`config.mk`:
```
export PLATFORM = sky130hd
export DESIGN_NAME = multicycle_ctrl_v2
export DESIGN_NICKNAME = d
export VERILOG_FILES = /design/src/rtl/multicycle_ctrl_v2.sv
export SDC_FILE = /design/constraint.sdc
export NUM_CORES = 1
export LEC_CHECK = 0
export CAP_MARGIN = 20
export CORE_MARGIN = 2
export CORE_UTILIZATION = 32
export DETAILED_ROUTE_END_ITERATION = 7
export PLACE_DENSITY = 0.82
export SLEW_MARGIN = 20
export SYNTH_ARGS = -nofsm -noshare
export SYNTH_HDL_FRONTEND = slang
export SYNTH_SLANG_ARGS = --single-unit
```
`constraint.sdc`:
```
create_clock -name CLK -period 3.75 [get_ports CLK]
set_input_delay 0.75 -clock CLK [delete_from_list [all_inputs] [get_ports CLK]]
set_output_delay 0.75 -clock CLK [all_outputs]
set_load 0.05 [all_outputs]
```
`src/rtl/multicycle_ctrl_v2.sv`:
```
// Multi-cycle control FSM for the group processor: fetch/decode/execute with memory handshake and HALT/resume.
// Optional performance counters are enabled with the CTRL_PERF_CNT_EN macro.
module multicycle_ctrl_v2 #(
  parameter int OP_W   = 4,
  parameter int CC_W   = 4,
  parameter int PERF_W = 16
) (
  input  logic              CLK,
  input  logic              RST,
  input  logic [OP_W-1:0]   OPCODE,
  input  logic [CC_W-1:0]   MM,
  input  logic [CC_W-1:0]   STAT,
  input  logic              MEM_ACK,
  input  logic              RESUME,
  output logic              PC_RST,
  output logic              PC_WRITE,
  output logic              PC_SEL,
  output logic              BR_SEL,
  output logic              IR_WE,
  output logic              RD_SEL,
  output logic [1:0]        ALU_OP,
  output logic              MEM_REQ,
  output logic              MEM_WE,
  output logic              RF_WE,
  output logic              WB_SEL,
  output logic              HALTED,
  output logic [PERF_W-1:0] CYC_CNT,
  output logic [PERF_W-1:0] RET_CNT
);

  localparam logic [OP_W-1:0] OP_NOP = OP_W'(4'd0);
  localparam logic [OP_W-1:0] OP_LOD = OP_W'(4'd1);
  localparam logic [OP_W-1:0] OP_STR = OP_W'(4'd2);
  localparam logic [OP_W-1:0] OP_BRA = OP_W'(4'd4);
  localparam logic [OP_W-1:0] OP_BRR = OP_W'(4'd5);
  localparam logic [OP_W-1:0] OP_BNE = OP_W'(4'd6);
  localparam logic [OP_W-1:0] OP_ALU = OP_W'(4'd8);
  localparam logic [OP_W-1:0] OP_HLT = OP_W'(4'd15);
  localparam logic [CC_W-1:0] MM_IMM = CC_W'(4'd8);

  typedef enum logic [2:0] {
    ST_START0  = 3'd0,
    ST_START1  = 3'd1,
    ST_FETCH   = 3'd2,
    ST_DECODE  = 3'd3,
    ST_EXECUTE = 3'd4,
    ST_MEM     = 3'd5,
    ST_WB      = 3'd6,
    ST_HALT    = 3'd7
  } state_e;

  state_e state_q;
  state_e state_d;

  logic cond_hit_s;
  logic imm_mode_s;

  assign cond_hit_s = ((MM & STAT) != {CC_W{1'b0}});
  assign imm_mode_s = (MM == MM_IMM);

  // State register; reset overrides any pending memory wait or resume.
  always_ff @(posedge CLK) begin
    if (RST) begin
      state_q <= ST_START0;
    end else begin
      state_q <= state_d;
    end
  end

  // Next-state and datapath control decode.
  always_comb begin
    state_d  = state_q;
    PC_RST   = 1'b0;
    PC_WRITE = 1'b0;
    PC_SEL   = 1'b0;
    BR_SEL   = 1'b0;
    IR_WE    = 1'b0;
    RD_SEL   = 1'b0;
    ALU_OP   = 2'b00;
    MEM_REQ  = 1'b0;
    MEM_WE   = 1'b0;
    RF_WE    = 1'b0;
    WB_SEL   = 1'b0;
    HALTED   = 1'b0;
    case (state_q)
      ST_START0: begin
        PC_RST  = 1'b1;
        state_d = ST_START1;
      end
      ST_START1: begin
        state_d = ST_FETCH;
      end
      ST_FETCH: begin
        PC_WRITE = 1'b1;
        IR_WE    = 1'b1;
        state_d  = ST_DECODE;
      end
      ST_DECODE: begin
        RD_SEL = (OPCODE == OP_ALU) && imm_mode_s;
        if (OPCODE == OP_HLT) begin
          state_d = ST_HALT;
        end else begin
          state_d = ST_EXECUTE;
        end
      end
      ST_EXECUTE: begin
        case (OPCODE)
          OP_ALU: begin
            ALU_OP  = imm_mode_s ? 2'b01 : 2'b00;
            state_d = ST_WB;
          end
          OP_LOD, OP_STR: begin
            RD_SEL  = 1'b1;
            ALU_OP  = 2'b01;
            state_d = ST_MEM;
          end
          OP_BRA, OP_BRR: begin
            if (cond_hit_s) begin
              PC_WRITE = 1'b1;
              PC_SEL   = 1'b1;
              BR_SEL   = (OPCODE == OP_BRA);
              ALU_OP   = 2'b10;
            end else begin
              PC_SEL   = 1'b0;
            end
            state_d = ST_FETCH;
          end
          OP_BNE: begin
            if (!cond_hit_s) begin
              PC_WRITE = 1'b1;
              PC_SEL   = 1'b1;
              BR_SEL   = 1'b1;
              ALU_OP   = 2'b10;
            end else begin
              PC_SEL   = 1'b0;
            end
            state_d = ST_FETCH;
          end
          OP_NOP: begin
            state_d = ST_FETCH;
          end
          default: begin
            state_d = ST_FETCH;
          end
        endcase
      end
      ST_MEM: begin
        MEM_REQ = 1'b1;
        MEM_WE  = (OPCODE == OP_STR);
        if (MEM_ACK) begin
          state_d = (OPCODE == OP_LOD) ? ST_WB : ST_FETCH;
        end else begin
          state_d = ST_MEM;
        end
      end
      ST_WB: begin
        RF_WE   = 1'b1;
        WB_SEL  = (OPCODE == OP_LOD);
        state_d = ST_FETCH;
      end
      ST_HALT: begin
        HALTED = 1'b1;
        if (RESUME) begin
          state_d = ST_FETCH;
        end else begin
          state_d = ST_HALT;
        end
      end
      default: begin
        state_d = ST_START0;
      end
    endcase
  end

`ifdef CTRL_PERF_CNT_EN
  logic              retire_s;
  logic [PERF_W-1:0] cyc_cnt_q;
  logic [PERF_W-1:0] cyc_cnt_d;
  logic [PERF_W-1:0] ret_cnt_q;
  logic [PERF_W-1:0] ret_cnt_d;

  // An instruction retires in its last state before FETCH; HLT retires as it enters HALT.
  always_comb begin
    retire_s = 1'b0;
    case (state_q)
      ST_EXECUTE, ST_MEM, ST_WB: retire_s = (state_d == ST_FETCH);
      ST_DECODE:                 retire_s = (state_d == ST_HALT);
      default:                   retire_s = 1'b0;
    endcase
  end

  // Counter next values; both hold while halted.
  always_comb begin
    cyc_cnt_d = cyc_cnt_q;
    ret_cnt_d = ret_cnt_q;
    if (state_q != ST_HALT) begin
      cyc_cnt_d = cyc_cnt_q + {{(PERF_W-1){1'b0}}, 1'b1};
      ret_cnt_d = ret_cnt_q + {{(PERF_W-1){1'b0}}, retire_s};
    end else begin
      cyc_cnt_d = cyc_cnt_q;
      ret_cnt_d = ret_cnt_q;
    end
  end

  // Counter registers.
  always_ff @(posedge CLK) begin
    if (RST) begin
      cyc_cnt_q <= {PERF_W{1'b0}};
      ret_cnt_q <= {PERF_W{1'b0}};
    end else begin
      cyc_cnt_q <= cyc_cnt_d;
      ret_cnt_q <= ret_cnt_d;
    end
  end

  assign CYC_CNT = cyc_cnt_q;
  assign RET_CNT = ret_cnt_q;
`else
  assign CYC_CNT = {PERF_W{1'b0}};
  assign RET_CNT = {PERF_W{1'b0}};
`endif

endmodule

```
==> results of run 1 <==
## how the worst min path moves through the flow
stage               startpoint         end  slack (ps)
floorplan           state_q[2]  state_q[2]         600
detailed placement  state_q[2]  state_q[2]         620
global route        state_q[2]  state_q[2]         690
finish              state_q[2]  state_q[2]         620
global placement    state_q[2]  state_q[2]         590
CTS                 state_q[2]  state_q[2]         620
## final cells by class
cell class	count	area, um2	area share [%]
Clock buffer	4	26.28	2.970
Inverter	2	7.507	0.8487
Multi-Input combinational cell	79	436.7	49.36
Sequential cell	3	60.06	6.789
Tap cell	27	33.78	3.819
Timing Repair Buffer	29	320.3	36.21
## tightest hold or removal path, delay by kind of cell, from the launching register on
kind,cells,cell delay (ps)
AOI/OAI and AO/OA,1,70
DFF,1,380
and+or+nand+nor,1,110
## cells by family (layout without fill, tap and decap cells)
| kind of cell | after synthesis | count (layout) | share of synthesized area, % |
|---|---|---|---|
| compound gates | 11 | 11 | 12.55 |
| flops | 3 | 3 | 9.267 |
| buf+inv | 39 | 35 | 42.28 |
| mux | 1 | 1 | 1.737 |
| other cells | 1 | 32 | 0.5786 |
| simple gates | 34 | 34 | 32.24 |
| xor+xnor | 1 | 1 | 1.352 |
## per-layer routing
metal	wire, um	track usage (%)
met4	14	7.143
met1	480	11.05
met3	148	2.147
met5	0	0
met2	781	23.06
## report_power, final
| group | switching [mW] | total (mW) | internal (mW) |
|---|---|---|---|
| Combinational | 0.107 | 0.143 | 0.0357 |
| Clock | 0.0194 | 0.0594 | 0.0400 |
| Sequential | 0.00825 | 0.0431 | 0.0349 |
| Total | 0.134 | 0.245 | 0.111 |
## through the flow
step / util, % / power (mW) / hold slack, ps / worst slack [ps] / instance area (um2)
floorplan: - / 0.1788 / 597.3 / 181.9 / 770.7
global route: 45.55 / 0.2553 / 691.3 / 397.6 / 884.6
detailed placement: 44.20 / 0.1844 / 617.3 / 473.9 / 858.3
global placement: 44.20 / 0.1833 / 589.8 / 499.9 / 858.3
CTS: 45.55 / 0.2450 / 624.1 / 467.5 / 884.6
finish: 45.55 / 0.2451 / 621.7 / 475.7 / 884.6
## cell usage in the layout, fill, tap and decap left out, types with 2 or more instances in the layout
cell                               n
sky130_fd_sc_hd__clkdlybuf4s50_1  21
sky130_fd_sc_hd__conb_1           32
sky130_fd_sc_hd__buf_12            4
sky130_fd_sc_hd__o32ai_1           2
sky130_fd_sc_hd__nor4b_1           2
sky130_fd_sc_hd__clkbuf_4          3
sky130_fd_sc_hd__buf_4             4
sky130_fd_sc_hd__nand2b_1          5
sky130_fd_sc_hd__nor2_1            5
sky130_fd_sc_hd__nand3_1           2
sky130_fd_sc_hd__nor4b_2           2
sky130_fd_sc_hd__nand2_1           5
sky130_fd_sc_hd__dfxtp_1           3
sky130_fd_sc_hd__nor3_1            4
sky130_fd_sc_hd__and3_1            2
sky130_fd_sc_hd__nor4_1            2
sky130_fd_sc_hd__inv_1             2
sky130_fd_sc_hd__a22oi_1           2
sky130_fd_sc_hd__a31oi_1           2
==> flow_summary.json, run 1 <==
{
  "outcome": "finished, final reports clean",
  "globalplace.congestion": 0.7721,
  "ports_placed_on_the_boundary": 61,
  "place.detailed.instances": 140,
  "crit_path_start_kind": "input port",
  "largest_reg_flops": 3,
  "dieHeight_um": 49.01,
  "final.setup_skew_ps": 1.211,
  "proportion_of_layout_cells_with_a_drive_suffix_above_1_pct": 11.97,
  "setup_tns_ps": 0,
  "tritoncts.num_buffers": 3,
  "cell_chain_of_the_critical_path": "clkdlybuf4s50_1 -> nand2b_4 -> nor4b_2 -> clkdlybuf4s50_1",
  "ctsLongestPathBuffers": 2,
  "cp-endpoint": "WB_SEL",
  "antenna_found_initial": 0,
  "initial_core_util_pct": 33.38,
  "cts.repair_timing.setup_buffer_count": 0,
  "floorplan_die_width_um": 49.01,
  "cts_root_buf": "sky130_fd_sc_hd__clkbuf_4",
  "worst_skew_pair.late_latency_ps": 240,
  "synth-main-ff-cell": "sky130_fd_sc_hd__dfxtp_1",
  "detail_route.first_pass.iterations": 4,
  "route.detailed.drc": 0,
  "setup-violations-final": 0,
  "period_share_pct": 87.31,
  "crit_top_cell": "sky130_fd_sc_hd__clkdlybuf4s50_1",
  "synthDistinctLibCells": 30,
  "cp.required_ps": 3000,
  "post_synth_main_area_contributors": "sky130_fd_sc_hd__buf_4 38%, sky130_fd_sc_hd__dfxtp_1 9.3%, sky130_fd_sc_hd__nand2b_1 4.8%",
  "slew-limit-headroom_pct": 65.93,
  "power.density_cell_area_mw_per_mm2": 277.1,
  "num-fill-cells": 203,
  "final.min_clock_period_ps": 3274,
  "drt_first_iter_violations": 26,
  "path_max_fanout": 7,
  "critical_path.n_buffers_inverters": 2,
  "worstMarginPinSlew_ps": 509.5,
  "ys_top_cells_by_count": "33 x sky130_fd_sc_hd__buf_4, 5 x sky130_fd_sc_hd__nand2_1, 5 x sky130_fd_sc_hd__nand2b_1, 5 x sky130_fd_sc_hd__nor2_1, 4 x sky130_fd_sc_hd__nor3_1",
  "cts_repair_resize_count": 0,
  "wl_um": 1423,
  "hold_violations": 0,
  "grt_pass1_vias": 523,
  "maximum_number_of_pins_on_one_net_before_global_route_repair": 15,
  "crit-reg2reg-launch": "state_q[0]",
  "post_synth_inst_count": 90,
  "final_max_slew_viol_count": 0,
  "stdcell_count": 144,
  "cts.hold.buffers_added": 0,
  "dr_vias_cell": 4.417,
  "ff2ff_path_depth": 4,
  "synth_seq_cells": 3,
  "post_synth_instance_area_um2": 648.1,
  "worst-path-stages": 4,
  "cts.htree.levels": 1,
  "regMostFlops": "state_q",
  "clkTransAtPathRegs_ps": 40,
  "groute.usage.overall_pct": 11.74,
  "reg2reg_setup_slack_ps": 2350,
  "number_of_buffers_inserted_by_port_buffering": 28,
  "layout_stage_area_growth_over_the_synthesis_result_pct": 36.49,
  "hp-class": "register to register",
  "top_regs": "state_q x3",
  "grt_first_pass_wirelength_um": 2173,
  "floorplan_die_area_mm2": 0.002401,
  "worst_ir_drop_vdd_mv": 0.1098,
  "globalRouteOverflowTotal": 0,
  "clock_sink_count": 3,
  "startpoint": "OPCODE[1]",
  "timing_worst_setup_path_type": "input port to output pin",
  "routed_wire_length_per_instance_um": 9.882,
  "async_flop_share_pct": 0,
  "yosysTopAreaCell": "sky130_fd_sc_hd__buf_4",
  "place.detailed.hpwl_um": 1185,
  "num-nets-final": 134,
  "power.leakage_nw": 0.3655,
  "hold_path_depth": 2,
  "synth.top_cell.area_share_pct": 38.22,
  "antenna-diode-count": 0,
  "cpLargestDelayFamily": "buffers and inverters",
  "yosys.cell_count.top_type": "sky130_fd_sc_hd__buf_4",
  "critical_path.slowest_cell": "sky130_fd_sc_hd__clkdlybuf4s50_1",
  "post_synth.cell_area_avg_um2": 7.201,
  "cp_data_arrival_time_ps": 2520,
  "rows": 16,
  "final_ant_viol_nets": 0,
  "timing.critical_path.to_type": "output pin",
  "worst_path_largest_cell_delay_ps": 850,
  "yosys_warnings": 0,
  "maxCapViolCount": 0,
  "rsz_0062_raised_after_global_routing": "false",
  "tritoncts_clock_tree": "done",
  "sequential_area_share_after_synthesis_pct": 9.266,
  "synth_enable_flop_cells": 0,
  "worst_r2r_endpoint": "state_q[1]",
  "core-area_mm2": 0.001942,
  "clock.fmax_mhz": 305.4,
  "num_vias": 636
}
No activity file was read; power rests on OpenSTA's default activity.
==> run 2: changes to the inputs <==
--- a/config.mk
+++ b/config.mk
@@ -6,7 +6,7 @@
 export NUM_CORES = 1
 export LEC_CHECK = 0
 export CAP_MARGIN = 20
-export CORE_MARGIN = 2
+export CORE_MARGIN = 5
 export CORE_UTILIZATION = 32
 export DETAILED_ROUTE_END_ITERATION = 7
 export PLACE_DENSITY = 0.82
==> run 2 against run 1 <==
Effect of this change:
- final cell count stayed put
- worst hold slack worse by 9.1 ps
- final area stayed put
- via count is 1.7% lower
- critical endpoint unchanged
- largest cell class unchanged
==> flow_summary.json, run 2 (same netlist as run 1, synthesis figures left out) <==
{
  "timing_worst_setup_path_type": "input port to output pin",
  "globalplace.congestion": 0.8003,
  "worst_skew_pair.late_latency_ps": 240,
  "final.min_clock_period_ps": 3276,
  "final_max_slew_viol_count": 0,
  "number_of_buffers_inserted_by_port_buffering": 28,
  "power.combinational.fraction_pct": 58.1,
  "layout.cells.most_common_list": "32 x sky130_fd_sc_hd__conb_1, 21 x sky130_fd_sc_hd__clkdlybuf4s50_1, 5 x sky130_fd_sc_hd__nor2_1, 5 x sky130_fd_sc_hd__nand2_1, 5 x sky130_fd_sc_hd__nand2b_1",
  "maximum_number_of_pins_on_one_net_before_global_route_repair": 15,
  "floorplan_die_area_mm2": 0.003026,
  "final.setup_skew_ps": 6.203,
  "rows": 16,
  "dpl-instance-area_um2": 858.3,
  "power.sequential.fraction_pct": 17.5,
  "ctsLongestPathBuffers": 2,
  "num_vias": 625,
  "core-area_mm2": 0.001942,
  "worst_hold_slack_ps": 612.7,
  "postLayoutSetupSlackWorst_ps": 473.6,
  "cp_data_arrival_time_ps": 2530,
  "proportion_of_layout_cells_with_a_drive_suffix_above_1_pct": 11.97,
  "slew-limit-headroom_pct": 66.04,
  "largest_reg_flops": 3,
  "detail_route.first_pass.iterations": 4,
  "clock_sink_count": 3,
  "dieHeight_um": 55.01,
  "cpLargestDelayFamily": "buffers and inverters",
  "detailedPlace.worstSlack_ps": 473.9,
  "cts_repair_resize_count": 0,
  "clkTransAtPathRegs_ps": 40,
  "power.density_cell_area_mw_per_mm2": 277.1,
  "num-nets-final": 134,
  "worstMarginPinSlew_ps": 507.8,
  "maxCapViolCount": 0,
  "cts_root_buf": "sky130_fd_sc_hd__clkbuf_4",
  "antenna-diode-count": 0,
  "cts.repair_timing.setup_buffer_count": 0,
  "regMostFlops": "state_q",
  "tritoncts_clock_tree": "done",
  "power.internal_uw": 110.6,
  "setup_tns_ps": 0,
  "initial_core_util_pct": 33.38,
  "routed_wire_length_per_instance_um": 10.51,
  "groute.usage.overall_pct": 10.37,
  "power.leakage_nw": 0.3655,
  "globalRouteOverflowTotal": 0,
  "crit_path_start_kind": "input port",
  "drt_first_iter_violations": 7,
  "hp-class": "register to register",
  "timing.critical_path.to_type": "output pin",
  "wl_um": 1514,
  "path_max_fanout": 7,
  "multi_input_area_um2": 436.7,
  "cp.required_ps": 3000,
  "grt_pass1_vias": 542,
  "hold_violations": 0,
  "clock.fmax_mhz": 305.2,
  "grt_first_pass_wirelength_um": 2270,
  "cts.htree.levels": 1,
  "pwr-share-clk_pct": 24.4,
  "critical_path.n_buffers_inverters": 2,
  "setup-violations-final": 0,
  "final_core_utilization_pct": 45.55,
  "fin_area_um2": 884.6,
  "worst_ir_drop_vdd_mv": 0.1484,
  "cell_chain_of_the_critical_path": "clkdlybuf4s50_1 -> nand2b_4 -> nor4b_2 -> clkdlybuf4s50_1",
  "layout_commonest_cell": "sky130_fd_sc_hd__conb_1",
  "top_regs": "state_q x3",
  "layout_stage_area_growth_over_the_synthesis_result_pct": 36.49,
  "antenna_found_initial": 0,
  "critical_path.slowest_cell": "sky130_fd_sc_hd__clkdlybuf4s50_1",
  "power.switching_fraction_pct": 54.87,
  "worst_path_largest_cell_delay_ps": 840,
  "period_share_pct": 87.37,
  "final-seq-area_um2": 60.06,
  "rsz_0062_raised_after_global_routing": "false",
  "dr_vias_cell": 4.340,
  "outcome": "finished, final reports clean",
  "crit_top_cell": "sky130_fd_sc_hd__clkdlybuf4s50_1",
  "floorplan_die_width_um": 55.01,
  "num-fill-cells": 195,
  "ports_placed_on_the_boundary": 61,
  "tritoncts.num_buffers": 3,
  "cts.hold.buffers_added": 0,
  "route.detailed.drc": 0,
  "power.net_switching_uw": 134.5,
  "final_ant_viol_nets": 0,
  "place.detailed.hpwl_um": 1316
}
==> run 2: cell counts in the layout (fill, tap and decap cells not counted) <==
No cell type changed its count.
==> run 2: worst paths after layout <==
path	from	endpoint	slack [ps]	depth (start not counted)
max	OPCODE[1]	WB_SEL	470	4
min	state_q[2]	state_q[2]	610	2
max reg2reg	state_q[0]	state_q[1]	2420	4
min reg2reg	state_q[2]	state_q[2]	610	2
==> run 2: final cells by class <==
cell class	instances	share of cell area (%)
flip-flops and latches	3	6.789
inverters	2	0.8487
repair buffers	29	36.21
well taps	27	3.819
clock buffers	4	2.970
multi-input cells	79	49.36
==> run 2: power groups by stage <==
stage / Combinational (mW) / Clock, mW / Sequential [mW]
CTS: 0.142 / 0.0611 / 0.0425
floorplan: 0.142 / 0 / 0.0369
finish: 0.142 / 0.0599 / 0.0428
global placement: 0.140 / 0 / 0.0431
detailed placement: 0.141 / 0 / 0.0431
global route: 0.150 / 0.0661 / 0.0437
==> run 2: metrics by stage <==
| step | cells | power [mW] |
|---|---|---|
| 2_1_floorplan | 121 | 0.1788 |
| 3_3_place_gp | 140 | 0.1834 |
| 3_5_place_dp | 140 | 0.1844 |
| 4_1_cts | 144 | 0.2452 |
| 5_1_grt | 144 | 0.2603 |
| 6_report | 144 | 0.2451 |
==> run 2: worst min-delay path, delay by kind of cell, from the launching register on <==
kind	cells	cell delay [ps]
AND/OR/NAND/NOR	1	110
AO/OA/AOI/OAI	1	70
flip-flops	1	380
==> run 2: layer usage <==
layer | up-vias | routed length, um | global-route usage [%]
met5 | - | 0 | 0
met4 | 0 | 25 | 5.668
met3 | 5 | 192 | 4.558
met2 | 40 | 805 | 16.54
met1 | 279 | 490 | 11.46
li1 | 301 | - | -
==> run 3: changes to the inputs <==
--- a/config.mk
+++ b/config.mk
@@ -6,7 +6,6 @@
 export NUM_CORES = 1
 export LEC_CHECK = 0
 export CAP_MARGIN = 20
-export CORE_MARGIN = 5
 export CORE_UTILIZATION = 32
 export DETAILED_ROUTE_END_ITERATION = 7
 export PLACE_DENSITY = 0.82
==> run 3 against run 2 <==
Effect of this change:
- final area fell by 0.28%
- first-iteration DRC count rose by 14%
- die area fell by 27%
- critical endpoint unchanged
- sequential cell count did not move
- global-route usage rose by 0.80 points
==> flow_summary.json, run 3 (same netlist as run 1, synthesis figures left out) <==
{
  "outcome": "finished, final reports clean",
  "cell_chain_of_the_critical_path": "clkdlybuf4s50_1 -> nand2b_4 -> nor4b_2 -> clkdlybuf4s50_1",
  "groute.usage.overall_pct": 11.16,
  "power.density_cell_area_mw_per_mm2": 275.7,
  "clock.fmax_mhz": 306.1,
  "detail_route.first_pass.iterations": 4,
  "num_vias": 620,
  "floorplan_die_area_mm2": 0.002209,
  "tritoncts.num_buffers": 3,
  "cts.hold.buffers_added": 0,
  "worst_ir_drop_vdd_mv": 0.1199,
  "dieHeight_um": 47.01,
  "num-nets-final": 134,
  "cp.required_ps": 3000,
  "wl_um": 1345,
  "postLayoutSetupSlackWorst_ps": 483.3,
  "period_share_pct": 87.11,
  "top_regs": "state_q x3",
  "path_max_fanout": 7,
  "cpLargestDelayFamily": "buffers and inverters",
  "num-fill-cells": 190,
  "layout.cells.most_common_list": "32 x sky130_fd_sc_hd__conb_1, 21 x sky130_fd_sc_hd__clkdlybuf4s50_1, 5 x sky130_fd_sc_hd__nor2_1, 5 x sky130_fd_sc_hd__nand2_1, 5 x sky130_fd_sc_hd__nand2b_1",
  "grt_pass1_vias": 466,
  "maxCapViolCount": 0,
  "tritoncts_clock_tree": "done",
  "crit_path_start_kind": "input port",
  "core-area_mm2": 0.001821,
  "drt_first_iter_violations": 8,
  "worst_skew_pair.late_latency_ps": 240,
  "clkTransAtPathRegs_ps": 40,
  "cts_root_buf": "sky130_fd_sc_hd__clkbuf_4",
  "globalRouteOverflowTotal": 0,
  "clock_sink_count": 3,
  "fin_area_um2": 882.1,
  "timing_worst_setup_path_type": "input port to output pin",
  "detailedPlace.worstSlack_ps": 465.4,
  "setup-violations-final": 0,
  "layout_stage_area_growth_over_the_synthesis_result_pct": 36.10,
  "setup_tns_ps": 0,
  "cts.repair_timing.setup_buffer_count": 0,
  "final.setup_skew_ps": 5.759,
  "power.leakage_nw": 0.3655,
  "hp_start": "state_q[2]",
  "rows": 15,
  "dr_vias_cell": 4.366,
  "layout_commonest_cell": "sky130_fd_sc_hd__conb_1",
  "maximum_number_of_pins_on_one_net_before_global_route_repair": 15,
  "final.min_clock_period_ps": 3267,
  "critical_path.n_buffers_inverters": 2,
  "hold_violations": 0,
  "floorplan_die_width_um": 47.01,
  "hp-class": "register to register",
  "cts.htree.levels": 1,
  "dpl-instance-area_um2": 855.8,
  "place.detailed.hpwl_um": 1129,
  "proportion_of_layout_cells_with_a_drive_suffix_above_1_pct": 11.97,
  "antenna-diode-count": 0,
  "final_max_slew_viol_count": 0,
  "routed_wire_length_per_instance_um": 9.472,
  "worst_path_largest_cell_delay_ps": 840,
  "final_ant_viol_nets": 0,
  "cts_repair_resize_count": 0,
  "regMostFlops": "state_q",
  "route.detailed.drc": 0,
  "crit-reg2reg-launch": "state_q[0]",
  "design_power_total_uw": 243.2,
  "startpoint": "OPCODE[1]",
  "initial_core_util_pct": 35.60,
  "grt_first_pass_wirelength_um": 1752,
  "antenna_found_initial": 0,
  "globalplace.congestion": 0.7230,
  "ctsLongestPathBuffers": 2,
  "cp_data_arrival_time_ps": 2520,
  "rsz_0062_raised_after_global_routing": "false",
  "number_of_buffers_inserted_by_port_buffering": 28,
  "timing.critical_path.to_type": "output pin",
  "largest_reg_flops": 3,
  "ports_placed_on_the_boundary": 61,
  "crit_top_cell": "sky130_fd_sc_hd__clkdlybuf4s50_1",
  "critical_path.slowest_cell": "sky130_fd_sc_hd__clkdlybuf4s50_1"
}
## run 3: cell counts in the layout (fill, tap and decap cells not counted)
No cell type changed its count.
## run 3: metrics by stage
step	hold WS, ps	cells	utilization (%)
floorplan	597.3	121	-
global placement	580.3	138	47.01
detailed placement	609.1	138	47.01
CTS	609.6	142	48.45
global route	670.7	142	48.45
finish	614.3	142	48.45
## run 3: path summary, 6_finish.rpt
check             slack, ps    endpoint  cells after the start
setup / recovery        480      WB_SEL                      4
hold / removal          610  state_q[2]                      2
setup reg to reg       2420  state_q[1]                      4
hold reg to reg         610  state_q[2]                      2
## run 3: layout make-up
cell class	instances	area [um2]	area share [%]
multi-input combinational	79	436.7	49.50
timing repair buffer	29	320.3	36.31
sequential	3	60.06	6.809
tap	25	31.28	3.546
clock buffer	4	26.28	2.979
inverter	2	7.507	0.8511
## run 3: per-layer routing
metal | share of wire [%] | global-route usage (%)
met1 | 37 | 11.21
met2 | 57 | 21.67
met3 | 5.4 | 1.154
met4 | 0.67 | 6.857
met5 | 0 | 0
## run 3: where the power goes
group          internal (mW)  switching (mW)  total, mW
clock network         0.0400          0.0187     0.0586
logic                 0.0357           0.106      0.142
registers             0.0349         0.00799     0.0429
total                  0.111           0.133      0.243
## run 3: tightest hold or removal path, delay by kind of cell, from the launching register on
kind,cells,cell delay (ps)
AOI/OAI and AO/OA,1,70
DFF,1,380
and+or+nand+nor,1,110
